### src/rtl/data_mem_ctrl.sv
// RV32I data memory with a request/response handshake, configurable response latency
// and a self-clearing init sweep after reset.
module data_mem_ctrl #(
  parameter int          DEPTH        = 64,
  parameter int          READ_LATENCY = 1,
  parameter logic [31:0] INIT_VALUE   = 32'h0
) (
  input  logic        clk,
  input  logic        reset,
  input  logic        req_valid,
  output logic        req_ready,
  input  logic        req_we,
  input  logic [2:0]  req_funct3,
  input  logic [31:0] req_addr,
  input  logic [31:0] req_wdata,
  output logic        rsp_valid,
  output logic [31:0] rsp_rdata,
  output logic        rsp_fault,
  output logic        init_done
);

  localparam int AW = $clog2(DEPTH);
  localparam int CW = $clog2(READ_LATENCY + 1);
  localparam logic [CW-1:0] WAIT_LOAD = CW'(READ_LATENCY > 1 ? READ_LATENCY - 2 : 0);

  // Handshake: a request transfers on a rising edge where req_valid and req_ready are
  // both high; rsp_valid is a one-cycle strobe and rsp_rdata/rsp_fault are only
  // meaningful (and otherwise zero) while it is high.
  typedef enum logic [1:0] {INIT, IDLE, WAIT, RESP} state_t;

  state_t        state;
  logic [AW-1:0] init_ptr;
  logic [CW-1:0] wait_cnt;
  logic [31:0]   pend_data;
  logic          pend_fault;
  logic [31:0]   mem [DEPTH];

  logic          accept;
  logic [AW-1:0] idx;
  logic [1:0]    lane;
  logic [31:0]   word;
  logic [7:0]    byte_v;
  logic [15:0]   half_v;
  logic [31:0]   ext_data;
  logic          illegal;
  logic          misaligned;
  logic          out_of_range;
  logic          fault;
  logic [31:0]   result;
  logic [3:0]    be;
  logic [31:0]   wdata_rep;

  always_comb begin
    accept       = (state == IDLE) && req_valid;
    idx          = req_addr[AW+1:2];
    lane         = req_addr[1:0];
    word         = mem[idx];
    byte_v       = word[{lane, 3'b000} +: 8];
    half_v       = req_addr[1] ? word[31:16] : word[15:0];
    ext_data     = 32'd0;
    case (req_funct3)
      3'b000:  ext_data = {{24{byte_v[7]}}, byte_v};
      3'b100:  ext_data = {24'd0, byte_v};
      3'b001:  ext_data = {{16{half_v[15]}}, half_v};
      3'b101:  ext_data = {16'd0, half_v};
      3'b010:  ext_data = word;
      default: ext_data = 32'd0;
    endcase
    illegal      = (req_funct3 == 3'b011) || (req_funct3 == 3'b110) || (req_funct3 == 3'b111) ||
                   (req_we && req_funct3[2]);
    misaligned   = ((req_funct3[1:0] == 2'b01) && req_addr[0]) ||
                   ((req_funct3 == 3'b010) && (req_addr[1:0] != 2'b00));
    out_of_range = (req_addr >> (AW + 2)) != 32'd0;
    fault        = illegal || misaligned || out_of_range;
    result       = (fault || req_we) ? 32'd0 : ext_data;
    // Replicate store data across lanes so the byte enables alone select placement.
    be           = 4'b0000;
    wdata_rep    = req_wdata;
    if (accept && req_we && !fault) begin
      case (req_funct3[1:0])
        2'b00: begin
          be        = 4'b0001 << lane;
          wdata_rep = {4{req_wdata[7:0]}};
        end
        2'b01: begin
          be        = req_addr[1] ? 4'b1100 : 4'b0011;
          wdata_rep = {2{req_wdata[15:0]}};
        end
        default: be = 4'b1111;
      endcase
    end
  end

  // The array has no reset; the sweep in INIT is what clears it.
  always_ff @(posedge clk) begin
    if (state == INIT) begin
      mem[init_ptr] <= INIT_VALUE;
    end else begin
      for (int b = 0; b < 4; b++) begin
        if (be[b]) mem[idx][8*b +: 8] <= wdata_rep[8*b +: 8];
      end
    end
  end

  always_ff @(posedge clk or negedge reset) begin
    if (!reset) begin
      state      <= INIT;
      init_ptr   <= '0;
      wait_cnt   <= '0;
      pend_data  <= 32'd0;
      pend_fault <= 1'b0;
      req_ready  <= 1'b0;
      rsp_valid  <= 1'b0;
      rsp_rdata  <= 32'd0;
      rsp_fault  <= 1'b0;
      init_done  <= 1'b0;
    end else begin
      rsp_valid <= 1'b0;
      rsp_rdata <= 32'd0;
      rsp_fault <= 1'b0;
      case (state)
        INIT: begin
          init_ptr <= init_ptr + 1'b1;
          if (init_ptr == AW'(DEPTH - 1)) begin
            state     <= IDLE;
            req_ready <= 1'b1;
            init_done <= 1'b1;
          end
        end
        IDLE: begin
          if (accept) begin
            req_ready <= 1'b0;
            if (READ_LATENCY == 1) begin
              state     <= RESP;
              rsp_valid <= 1'b1;
              rsp_rdata <= result;
              rsp_fault <= fault;
            end else begin
              state      <= WAIT;
              wait_cnt   <= WAIT_LOAD;
              pend_data  <= result;
              pend_fault <= fault;
            end
          end
        end
        WAIT: begin
          if (wait_cnt == '0) begin
            state     <= RESP;
            rsp_valid <= 1'b1;
            rsp_rdata <= pend_data;
            rsp_fault <= pend_fault;
          end else begin
            wait_cnt <= wait_cnt - CW'(1);
          end
        end
        RESP: begin
          state     <= IDLE;
          req_ready <= 1'b1;
        end
        default: state <= INIT;
      endcase
    end
  end

endmodule

### config.mk
export PLATFORM = sky130hd
export DESIGN_NAME = data_mem_ctrl
export DESIGN_NICKNAME = d
export VERILOG_FILES = /design/src/rtl/data_mem_ctrl.sv
export SDC_FILE = /design/constraint.sdc
export NUM_CORES = 2
export LEC_CHECK = 0
export ABC_AREA = 1
export ABC_CLOCK_PERIOD_IN_PS = 3900
export CAP_MARGIN = 20
export CELL_PAD_IN_SITES_DETAIL_PLACEMENT = 1
export CELL_PAD_IN_SITES_GLOBAL_PLACEMENT = 1
export CORE_UTILIZATION = 46
export CTS_BUF_LIST = sky130_fd_sc_hd__clkbuf_16
export DETAILED_ROUTE_END_ITERATION = 16
export PLACE_DENSITY_LB_ADDON = 0.1
export SYNTH_ARGS = -nofsm -noshare
export SYNTH_HDL_FRONTEND = slang
export SYNTH_SLANG_ARGS = --single-unit
export TNS_END_PERCENT = 30
### constraint.sdc
create_clock -name clk -period 3.9 [get_ports clk]
set_input_delay 0.78 -clock clk [delete_from_list [all_inputs] [get_ports clk]]
set_output_delay 0.78 -clock clk [all_outputs]
set_load 0.05 [all_outputs]
==> results by group <==
Route
  – Post-route ant nets: 0
  – Final wirelength: 302,600 um
  – Vias: 61,162
  – 1st-pass router iterations: 5
  – Drt drc: 0
  – DR top layer: met5
  – Metal2 WL: 145,300 um
  – Routed wl met3: 19,940 um
  – Per-cell routed wire length: 28.80 um
  – Drt via density: 5.822
  – Starting DRT DRC Count: 6,236
  – Routed metal-1 wirelength: 121,500 um

Setup path
  – CP required: 4.47 ns
  – Worst setup EP type: register
  – Crit path DAT: 4.25 ns
  – R2r endpoint: mem[37][22]
  – WS Path Type: in2reg
  – Worst setup path startpoint: req_addr[19]
  – Critical path fanouts, max: 8
  – Type of origin of the critical path: input pin
  – Worst reg2reg path depth: 14
  – Reg2reg setup slack: 0.40 ns
  – Reg2reg start: state[0]

STA
  – Final setup viols: 0
  – Clk_skew: 0.03680 ns
  – Slew headroom: 29.06%
  – FMAX: 271.4 MHz
  – Final setup margin: 0.2150 ns
  – Worst-margin pin slew: 1.063 ns
  – Total negative slack: 0 ns
  – Hold Vio Cnt, Final: 0
  – Unrepaired setup endpoints after global routing: false
  – Final period util: 94.49%
  – Min Tclk post-route: 3.685 ns
  – Slew Limit Fails: 0

Final layout
  – Area Growth Syn to Fin: 20.77%
  – Util after Layout: 55.99%
  – Multi-input logic area: 0.02134 mm^2
  – Final instance area: 0.1039 mm^2
  – Fin nets: 7,906
  – FF+latch area: 0.06260 mm^2
  – Fillers: 18,831
  – Layout cell share with drive strength beyond 1: 15.37%

Global routing
  – First-pass GRT wire length: 435,500 um
  – Initial antenna violation count: 6
  – Largest net degree at the start of global routing: 165
  – Total gr overflow: 0
  – GR Util All Layers: 32.01%
  – Vias in the first global route: 62,922

CTS
  – Worst-path clk slew: 0.06 ns
  – Worst-skew pair later-pin latency: 0.87 ns
  – Clock Sinks: 2,092
  – Max clock buf depth: 3
  – CTS root buf: clkbuf_16
  – Htree depth: 4
  – Number of buffers created by CTS: 214
  – Post-CTS setup buffer count: 0
  – CTS tree: built

Yosys
  – Synth async-reset ratio: 2.103%
  – XOR/XNOR Fraction of Synth Area: 0.05089%
  – Compound-gate portion of the synthesized area: 4.469%
  – Most numerous cell in the Yosys netlist: edfxtp_1
  – Multiplexer share of the synthesized area: 0%
  – Commonest cells in the netlist: edfxtp_1, nand2_1, nand3_1, nor2_1, o21ai_0
  – Syn_nets: 7,342
  – Synth area leaders: edfxtp_1, nand3_1, nand2_1
  – Synth unique cells: 42
  – Largest family of logic cells by synthesized area: simple AND/OR/NAND/NOR gates
  – Synth Area in Adders: 0.07269%
  – EDFF count, synth: 2,048
  – Syn Inst Count: 7,266
  – Area leader, netlist: edfxtp_1
  – Top_reg_cell synth: edfxtp_1
  – Synth Warn #: 0
  – FF+latch count, synth: 2,092
  – Synth Area in Simple Gates: 19.81%
  – Area share of the largest cell type after synthesis: 71.46%
  – Register area share after synthesis: 72.74%
  – Syn avg cell area: 11.84 um^2
  – Syn Std Cell Area: 0.08606 mm^2

Floorplan
  – Core ar.: 0.1856 mm^2
  – Row cnt: 158
  – Die width: 434.5 um
  – I/O pin count: 107
  – Die Span Y: 434.5 um
  – Initial Util: 46.36%
  – Die Area: 0.1888 mm^2

Run
  – Max-cap viol count: 0

Worst hold path
  – Worst hold path class: in2async

Power
  – Total Power: 0.04810 W
  – Power Density: 462.8 mW/mm^2
  – Worst vdd ir: 0.4484 mV
  – Leakage: 35.45 nW

Placement
  – Detailed Place HPWL: 205,300 um
  – Worst slack, placed: -0.6005 ns
  – Port buffer count: 106
  – GPL Wtd Cong: 0.9027
  – Placed Instance Area: 0.09674 mm^2

Status
  – Outcome: completed
-- logic make-up (layout without fill, tap and decap cells) --
group	Yosys count	in the layout
buffers and inverters	605	1356
flip-flops	2092	2092
AO/OA/AOI/OAI	698	698
AND/OR/NAND/NOR	3861	3861
adder cells (fa/ha/maj)	5	5
other	0	9
XOR/XNOR	5	5
-- placed cells by master (no fill, tap or decap), types with 6 or more instances in the layout --
cell type,n
nand2_2,46
nand2_1,1649
inv_1,125
diode_2,9
inv_6,6
nor2_8,16
clkinvlp_4,18
clkdlybuf4s50_1,99
edfxtp_1,2048
clkinv_4,7
buf_12,216
dfrtp_1,44
nand3_1,1446
clkinv_2,46
bufinv_16,28
a21oi_1,97
nand4_1,9
o22ai_1,170
nand2_4,35
clkbuf_16,218
buf_4,514
a21oi_4,24
nor2_1,632
o21ai_0,386
clkinv_1,48
inv_2,17
nor2_4,11
-- report_power, final --
part	switching [W]	leakage (nW)	internal [W]
registers	0.00000886	14.7	0.0243
clock network	0.00891	3.59	0.0120
logic	0.00203	17.2	0.000836
-- layer usage --
layer,track usage [%],up-vias
met2,52.33,2205
met1,41.59,31300
li1,-,27083
met5,0,-
met3,5.149,572
met4,15.71,2
-- stage by stage --
stage	hold WS, ns	cells
3_5_place_dp	0.4977	10092
4_1_cts	0.08098	10495
6_report	0.4440	10506
3_3_place_gp	0.4895	10092
2_1_floorplan	0.4844	7266
5_1_grt	0.4656	10497
-- state kept, by name, summed over array words and instances, names as in the netlist --
name / cells
rsp_fault: 1
state: 2
init_ptr: 6
mem: 2048
init_done: 1
req_ready: 1
rsp_rdata: 32
rsp_valid: 1
-- worst max-delay path, cell delays in order --
cell,delay [ns]
clkdlybuf4s50_1,0.42
nor2_1,0.16
nand2_1,0.07
nor2_1,0.10
nand3_1,0.21
buf_4,0.23
nor2_4,0.27
o2111ai_4,0.23
nand2_4,0.19
nand2_1,0.06
nand2_1,0.13
nand2_2,0.15
nor2_8,0.19
buf_4,0.15
nand2_4,0.10
nor2_1,0.50
buf_4,0.28
-- layout make-up --
type | instances | area share, %
Sequential cell | 2092 | 60.23
Multi-Input combinational cell | 4569 | 20.53
Timing Repair Buffer | 836 | 8.900
Clock buffer | 218 | 5.249
Tap cell | 2480 | 2.986
Clock inverter | 185 | 1.628
Inverter | 117 | 0.4538
Antenna cell | 9 | 0.02167
-- worst max-delay path by stage --
stage	to	slack, ns	cells past startpoint
global route	mem[37][17]	0.14	17
CTS	mem[37][19]	0.32	17
finish	mem[37][22]	0.22	17
floorplan	mem[0][30]	-0.58	11
global placement	mem[37][16]	-0.58	17
detailed placement	mem[37][17]	-0.60	17
-- timing repair --
action / in CTS / in global routing
hold buffers: 0 / 1
hold endpoints to repair: 0 / 21
resized for setup: 0 / 0
No activity file was read; power rests on OpenSTA's default activity.
